<file path="src/rtl/piano_pkg.sv">
// Shared types and constants for the piano voice datapath.
package piano_pkg;

  typedef enum logic [2:0] {
    IDLE,
    ATTACK,
    DECAY,
    SUSTAIN,
    RELEASE
  } env_state_t;

  localparam int unsigned CLK_HZ_DEFAULT = 50_000_000;
  localparam int unsigned SAMPLE_W       = 8;

endpackage

</file>
<file path="src/rtl/tone_voice_if.sv">
// Note request in, audio out: the bundle between the key decoder and one voice.
interface tone_voice_if;
  import piano_pkg::*;

  logic [15:0]         sample_rate;
  logic [15:0]         arm_Rate;
  logic [SAMPLE_W-1:0] sample;
  logic                audio_pwm;
  logic                note_active;

  modport master (
    output sample_rate,
    output arm_Rate,
    input  sample,
    input  audio_pwm,
    input  note_active
  );

  modport slave (
    input  sample_rate,
    input  arm_Rate,
    output sample,
    output audio_pwm,
    output note_active
  );

endinterface

</file>
<file path="src/rtl/pwm_dac.sv">
// Free-running 8-bit PWM; a level of 255 gives 255/256 duty.
module pwm_dac
  import piano_pkg::*;
(
  input  logic                clk,
  input  logic                reset,
  input  logic [SAMPLE_W-1:0] level,
  output logic                pwm
);

  logic [SAMPLE_W-1:0] cnt_q;
  logic                pwm_q;

  always_ff @(posedge clk or negedge reset) begin
    if (!reset) begin
      cnt_q <= '0;
      pwm_q <= 1'b0;
    end else begin
      cnt_q <= cnt_q + 1'b1;
      pwm_q <= (cnt_q < level);
    end
  end

  assign pwm = pwm_q;

endmodule

</file>
<file path="src/rtl/tone_voice.sv">
// Single square-wave voice with ADSR envelope, driving an 8-bit sample and a PWM pin.
module tone_voice
  import piano_pkg::*;
#(
  parameter int unsigned CLK_HZ      = CLK_HZ_DEFAULT,
  parameter int unsigned SUSTAIN_LVL = 192,
  parameter int unsigned ACC_W       = $clog2(CLK_HZ) + 1
) (
  input logic         clk,
  input logic         reset,
  tone_voice_if.slave voice
);

  localparam int unsigned AccW1 = ACC_W + 1;
  localparam logic [ACC_W:0] ClkHz = AccW1'(CLK_HZ);
  localparam logic [SAMPLE_W-1:0] SustainLvl = SAMPLE_W'(SUSTAIN_LVL);
  localparam logic [SAMPLE_W-1:0] AmpMax = '1;

  logic [15:0]         freq_q, rate_q;
  logic [15:0]         freq_hold_q, rate_hold_q;
  logic [ACC_W-1:0]    tacc_q, eacc_q;
  logic [ACC_W:0]      tone_nxt, env_nxt;
  logic                square_q;
  logic [SAMPLE_W-1:0] amp_q;
  logic [SAMPLE_W-1:0] sample_q;
  env_state_t          state_q;

  logic env_step;
  logic note_off;
  logic bypass;
  logic to_idle;

  // Returns {overflow, next accumulator}; keeps acc < CLK_HZ so the rate is exact on average.
  function automatic logic [ACC_W:0] acc_step(input logic [ACC_W-1:0] acc,
                                               input logic [ACC_W-1:0] inc);
    logic [ACC_W:0] t;
    t = {1'b0, acc} + {1'b0, inc};
    if (t >= ClkHz) begin
      return {1'b1, ACC_W'(t - ClkHz)};
    end
    return {1'b0, t[ACC_W-1:0]};
  endfunction

  assign tone_nxt = acc_step(tacc_q, ACC_W'({freq_hold_q, 1'b0}));
  assign env_nxt  = acc_step(eacc_q, ACC_W'(rate_hold_q));
  assign env_step = env_nxt[ACC_W];
  assign note_off = (freq_q == '0);
  assign bypass   = (rate_hold_q == '0);

  // Release finished, or a bypassed note let go: drop straight to silence.
  assign to_idle = (state_q != IDLE) && note_off &&
                   (bypass || ((state_q == RELEASE) && (amp_q == '0)));

  always_ff @(posedge clk or negedge reset) begin
    if (!reset) begin
      freq_q      <= '0;
      rate_q      <= '0;
      freq_hold_q <= '0;
      rate_hold_q <= '0;
      tacc_q      <= '0;
      eacc_q      <= '0;
      square_q    <= 1'b0;
      amp_q       <= '0;
      sample_q    <= '0;
      state_q     <= IDLE;
    end else begin
      freq_q   <= voice.sample_rate;
      rate_q   <= voice.arm_Rate;
      sample_q <= square_q ? amp_q : '0;

      // Holds freeze while the key is up so the release tail keeps its pitch.
      if (!note_off) begin
        freq_hold_q <= freq_q;
        rate_hold_q <= rate_q;
      end

      if (state_q != IDLE) begin
        tacc_q <= tone_nxt[ACC_W-1:0];
        eacc_q <= env_nxt[ACC_W-1:0];
        if (tone_nxt[ACC_W]) begin
          square_q <= ~square_q;
        end
      end

      if (to_idle) begin
        state_q  <= IDLE;
        amp_q    <= '0;
        square_q <= 1'b0;
        tacc_q   <= '0;
        eacc_q   <= '0;
      end else begin
        unique case (state_q)
          IDLE: begin
            if (!note_off) begin
              if (rate_q == '0) begin
                amp_q   <= AmpMax;
                state_q <= SUSTAIN;
              end else begin
                state_q <= ATTACK;
              end
            end
          end
          ATTACK: begin
            if (note_off) begin
              state_q <= RELEASE;
            end else if (bypass) begin
              amp_q   <= AmpMax;
              state_q <= SUSTAIN;
            end else if (amp_q == AmpMax) begin
              state_q <= DECAY;
            end else if (env_step) begin
              amp_q <= amp_q + 1'b1;
            end
          end
          DECAY: begin
            if (note_off) begin
              state_q <= RELEASE;
            end else if (bypass) begin
              amp_q   <= AmpMax;
              state_q <= SUSTAIN;
            end else if (amp_q <= SustainLvl) begin
              state_q <= SUSTAIN;
            end else if (env_step) begin
              amp_q <= amp_q - 1'b1;
            end
          end
          SUSTAIN: begin
            if (note_off) begin
              state_q <= RELEASE;
            end
          end
          RELEASE: begin
            if (!note_off) begin
              state_q <= ATTACK;
            end else if (env_step) begin
              amp_q <= amp_q - 1'b1;
            end
          end
          default: state_q <= IDLE;
        endcase
      end
    end
  end

  assign voice.sample      = sample_q;
  assign voice.note_active = (state_q != IDLE);

  pwm_dac u_pwm_dac (
    .clk   (clk),
    .reset (reset),
    .level (sample_q),
    .pwm   (voice.audio_pwm)
  );

endmodule

</file>
<file path="src/flat_wrapper.sv">
// flat-port wrapper written by rule: the top's interface ports become plain ports
module tone_voice_flat import piano_pkg::*;
#(
  parameter int unsigned CLK_HZ      = CLK_HZ_DEFAULT,
  parameter int unsigned SUSTAIN_LVL = 192,
  parameter int unsigned ACC_W       = $clog2(CLK_HZ) + 1
)
  (clk, reset, voice_sample_rate, voice_arm_Rate, voice_sample, voice_audio_pwm, voice_note_active);
  tone_voice_if voice_i ();
  input logic clk;
  input logic reset;
  input wire logic [$bits(voice_i.sample_rate)-1:0] voice_sample_rate;
  input wire logic [$bits(voice_i.arm_Rate)-1:0] voice_arm_Rate;
  output wire logic [$bits(voice_i.sample)-1:0] voice_sample;
  output wire logic [$bits(voice_i.audio_pwm)-1:0] voice_audio_pwm;
  output wire logic [$bits(voice_i.note_active)-1:0] voice_note_active;
  assign voice_i.sample_rate = voice_sample_rate;
  assign voice_i.arm_Rate = voice_arm_Rate;
  assign voice_sample = voice_i.sample;
  assign voice_audio_pwm = voice_i.audio_pwm;
  assign voice_note_active = voice_i.note_active;
  tone_voice #(.CLK_HZ(CLK_HZ), .SUSTAIN_LVL(SUSTAIN_LVL), .ACC_W(ACC_W)) u_core (.clk(clk), .reset(reset), .voice(voice_i));
endmodule
</file>
<file path="config.mk">
export PLATFORM = sky130hd
export DESIGN_NAME = tone_voice_flat
export DESIGN_NICKNAME = d
export VERILOG_FILES = /design/src/rtl/piano_pkg.sv /design/src/rtl/tone_voice_if.sv /design/src/rtl/pwm_dac.sv /design/src/rtl/tone_voice.sv /design/src/flat_wrapper.sv
export SDC_FILE = /design/constraint.sdc
export NUM_CORES = 1
export LEC_CHECK = 0
export CAP_MARGIN = 40
export CORE_UTILIZATION = 55
export CTS_CLUSTER_DIAMETER = 100
export DETAILED_ROUTE_END_ITERATION = 8
export PLACE_DENSITY = 0.83
export SLEW_MARGIN = 40
export SYNTH_ARGS = -nofsm -noshare
export SYNTH_HDL_FRONTEND = slang
export SYNTH_HIERARCHICAL = 1
export SYNTH_SLANG_ARGS = --single-unit
</file>
<file path="constraint.sdc">
create_clock -name clk -period 6.8 [get_ports clk]
set_clock_uncertainty 0.15 [all_clocks]
set_input_delay 1.02 -clock clk [delete_from_list [all_inputs] [get_ports clk]]
set_output_delay 1.02 -clock clk [all_outputs]
set_load 0.01 [all_outputs]
</file>
==> metrics.md <==
| Metric | Value |
|---|---|
| Post-DP HPWL | 16.05 mm |
| Core Util, Final | 62.35% |
| Worst Setup Path Type | flop to flop |
| Final WS setup | 2.257 ns |
| Total Nets Final | 1180 |
| Post-route clock period utilization | 66.81% |
| Worst-Skew Late Latency | 0.43 ns |
| Worst setup EP type | flop |
| GP Congestion | 0.9236 |
| Post-Layout Cell Count | 1336 |
| Die area | 18050 sq um |
| Layout cells sized above 1 | 6.391% |
| Outcome | complete, no violations |
| Maximum vdd drop | 0.2215 mV |
| Die X | 134.4 um |
| Area delta synth->final | 11.15% |
| Total core area | 17180 sq um |
| Reg clk slew, reported paths | 0.06 ns |
| First-pass GRT wire length | 38.38 mm |
| Initial DRC count | 751 |
| Top-Level Pins | 44 |
| Vias/cell | 6.286 |
| Met2 Use GR | 42.75% |
| RSZ-0062 raised after global routing | no |
| EDFF count, synth | 0 |
| Top Usage Layer GRT | met2 |
| Max Cap Viol | 0 |
| Post-Route WL | 23.12 mm |
| Post-synth top cells | nand2_1 (158), dfrtp_1 (146), a21oi_1 (61) |
| IO Port Bufs | 43 |
| Register area share after synthesis | 37.92% |
| Post-place instance area | 10130 sq um |
| Post-synthesis cell count | 1088 |
| Worst slack at placement | 2.274 ns |
| Crit path cell chain | ha_1 -> inv_1 -> fa_1 -> nand2b_1 -> a211oi_1 -> o211ai_1 -> a311oi_1 -> xnor2_1 -> a31oi_1 -> o31a_1 -> o31ai_4 -> and3_1 -> o31ai_1 -> a21bo_1 |
| # resized after CTS | 0 |
| Largest net degree at the start of global routing | 87 |
| GRT met3 Usage | 3.817% |
| DRT antenna net count | 0 |
| Worst-Margin Slew | 0.8521 ns |
| Vias in the first global route | 7856 |
| H-Tree Depth | 4 |
| Avg Cell Area, Syn | 8.856 sq um |
| Mapped cell area | 9635 sq um |
| Worst rel slew slack | 43.06% |
| CP Max Fanout | 18 |
| Top cell type by total area after synthesis | dfrtp_1 |
| Primary FF master, synth | dfrtp_1 |
| TritonCTS clock tree | done |
| Detailed-route via count | 8398 |
| Routed len/inst | 17.31 um |
| CTS Buf Count | 17 |
| Global Route met1 Usage | 36.45% |
| Startpoint Class | flop |
| CP max-delay cell | o31ai_4 |
| Root Driver | clkbuf_16 |
| Static Leak | 4.563 nW |
| # diodes | 0 |
| Fmax | 0.2201 GHz |
| # DRC | 0 |
| Initial antenna violation count | 0 |
| Hold Buf Count CTS | 0 |
| # Post-CTS Setup Buffers | 0 |
| Setup TNS | 0 ns |
| GRT Util Overall | 26.73% |
| Inst Count DP | 1305 |
| Final Hold Viols | 0 |
| Starting Density | 56.10% |
| Crit path largest cell delay | 0.72 ns |
| Chip height | 134.4 um |
| FF-to-FF setup slack | 2.26 ns |
| Clk sink count | 146 |
| Row count | 48 |
| #FFs+latches synth | 146 |
| Worst path required time | 6.97 ns |
| Synth cell types | 92 |
| Final instance area | 10710 sq um |
| Setup-failing EPs final | 0 |
| Final Max Tran Viols | 0 |
| Hold WC Path Type | flop to flop |
| Pwr dens | 398.5 nW/um^2 |
| Max clock buf depth | 2 |
| Async SR Flop Fraction | 100.0% |
| Syn_nets | 1169 |
| Most frequent cell after synthesis | nand2_1 |
| Share of the synthesized area in the top cell type | 37.92% |
| TritonRoute pass-1 iters | 5 |
| Tmin final | 4.543 ns |
| GRT Residual Overflow | 0 |
| Ys Warns | 6 |
| WP data arrival | 4.71 ns |
| Synth top area cells | dfrtp_1 (38%), nand2_1 (6.2%), ha_1 (5.8%), xnor2_1 (3.4%), a21oi_1 (3.2%) |
==> sequential cells by signal, indices dropped and copies added, names as in the netlist <==
name                    flops
u_core/square_q             1
u_core/freq_q              16
u_core/rate_q              16
u_core/amp_q                8
u_core/freq_hold_q         16
u_core/tacc_q              26
u_core/eacc_q              27
u_core/rate_hold_q         16
u_core/voice.sample         8
u_core/u_pwm_dac/cnt_q      8
u_core/u_pwm_dac/pwm        1
u_core/state_q              3
==> final timing paths <==
path	startpoint	to	depth (start not counted)
max in group asynchronous	reset	u_core/rate_q[3]	2
worst min-delay path	u_core/freq_q[8]	u_core/freq_hold_q[8]	1
worst min register to register	u_core/freq_q[8]	u_core/freq_hold_q[8]	1
worst max register to register	u_core/rate_hold_q[0]	u_core/eacc_q[19]	14
worst max-delay path	u_core/rate_hold_q[0]	u_core/eacc_q[19]	14
min in group asynchronous	reset	u_core/tacc_q[24]	1
==> cells by family after synthesis <==
kind of cell | share of synthesized area [%]
simple gates | 20.50
xor+xnor | 6.363
mux | 0.5324
fa+ha+maj | 6.259
compound gates | 24.31
flops | 37.92
buf+inv | 4.116
==> report_power, final <==
group	total, mW	internal [mW]	switching, mW
Clock	0.923	0.549	0.374
Combinational	2.17	0.863	1.30
Sequential	1.18	1.03	0.143
Total	4.27	2.45	1.82
==> metal layers <==
layer / part of all wire [%] / routed length [um]
met5: 0 / 0
met4: 2.4 / 550
met3: 5.8 / 1341
met2: 47 / 10860
met1: 45 / 10370
==> stage by stage <==
step	power [mW]	hold slack (ns)
3_3_place_gp	3.236	0.2886
3_5_place_dp	3.292	0.2949
5_1_grt	4.559	0.3256
4_1_cts	4.235	0.3092
6_report	4.268	0.3088
2_1_floorplan	2.883	0.2781
==> placed cells by master (no fill, tap or decap), types with 18 or more instances in the layout <==
cell             count
o31ai_1             33
a21oi_1             60
nor2_1              56
nand2_1            158
nor3_1              23
clkdlybuf4s50_1     42
and2_1              28
inv_1               32
o21ai_1             18
nand3_1             34
xor2_1              33
nor4_1              18
ha_1                45
a31oi_1             20
a21o_1              35
dfrtp_1            146
xnor2_1             37
o21ai_0             46
==> final cells by class <==
| type | instances | area [sq um] |
|---|---|---|
| multi-input cells | 854 | 5604 |
| well taps | 225 | 281.5 |
| clock inverters | 12 | 132.6 |
| inverters | 32 | 120.1 |
| flip-flops and latches | 146 | 3654 |
| fillers | 1459 | 6466 |
| repair buffers | 48 | 475.5 |
| clock buffers | 19 | 442.9 |
==> worst max-delay path: cells and delay by family (launching register included) <==
kind,cells,cell delay (ns)
AO/OA/AOI/OAI,8,2.63
adder cells (fa/ha/maj),2,0.59
AND/OR/NAND/NOR,2,0.48
flip-flops,1,0.37
XOR/XNOR,1,0.16
buffers and inverters,1,0.06
Note: power is estimated with default switching activity, not from simulation.
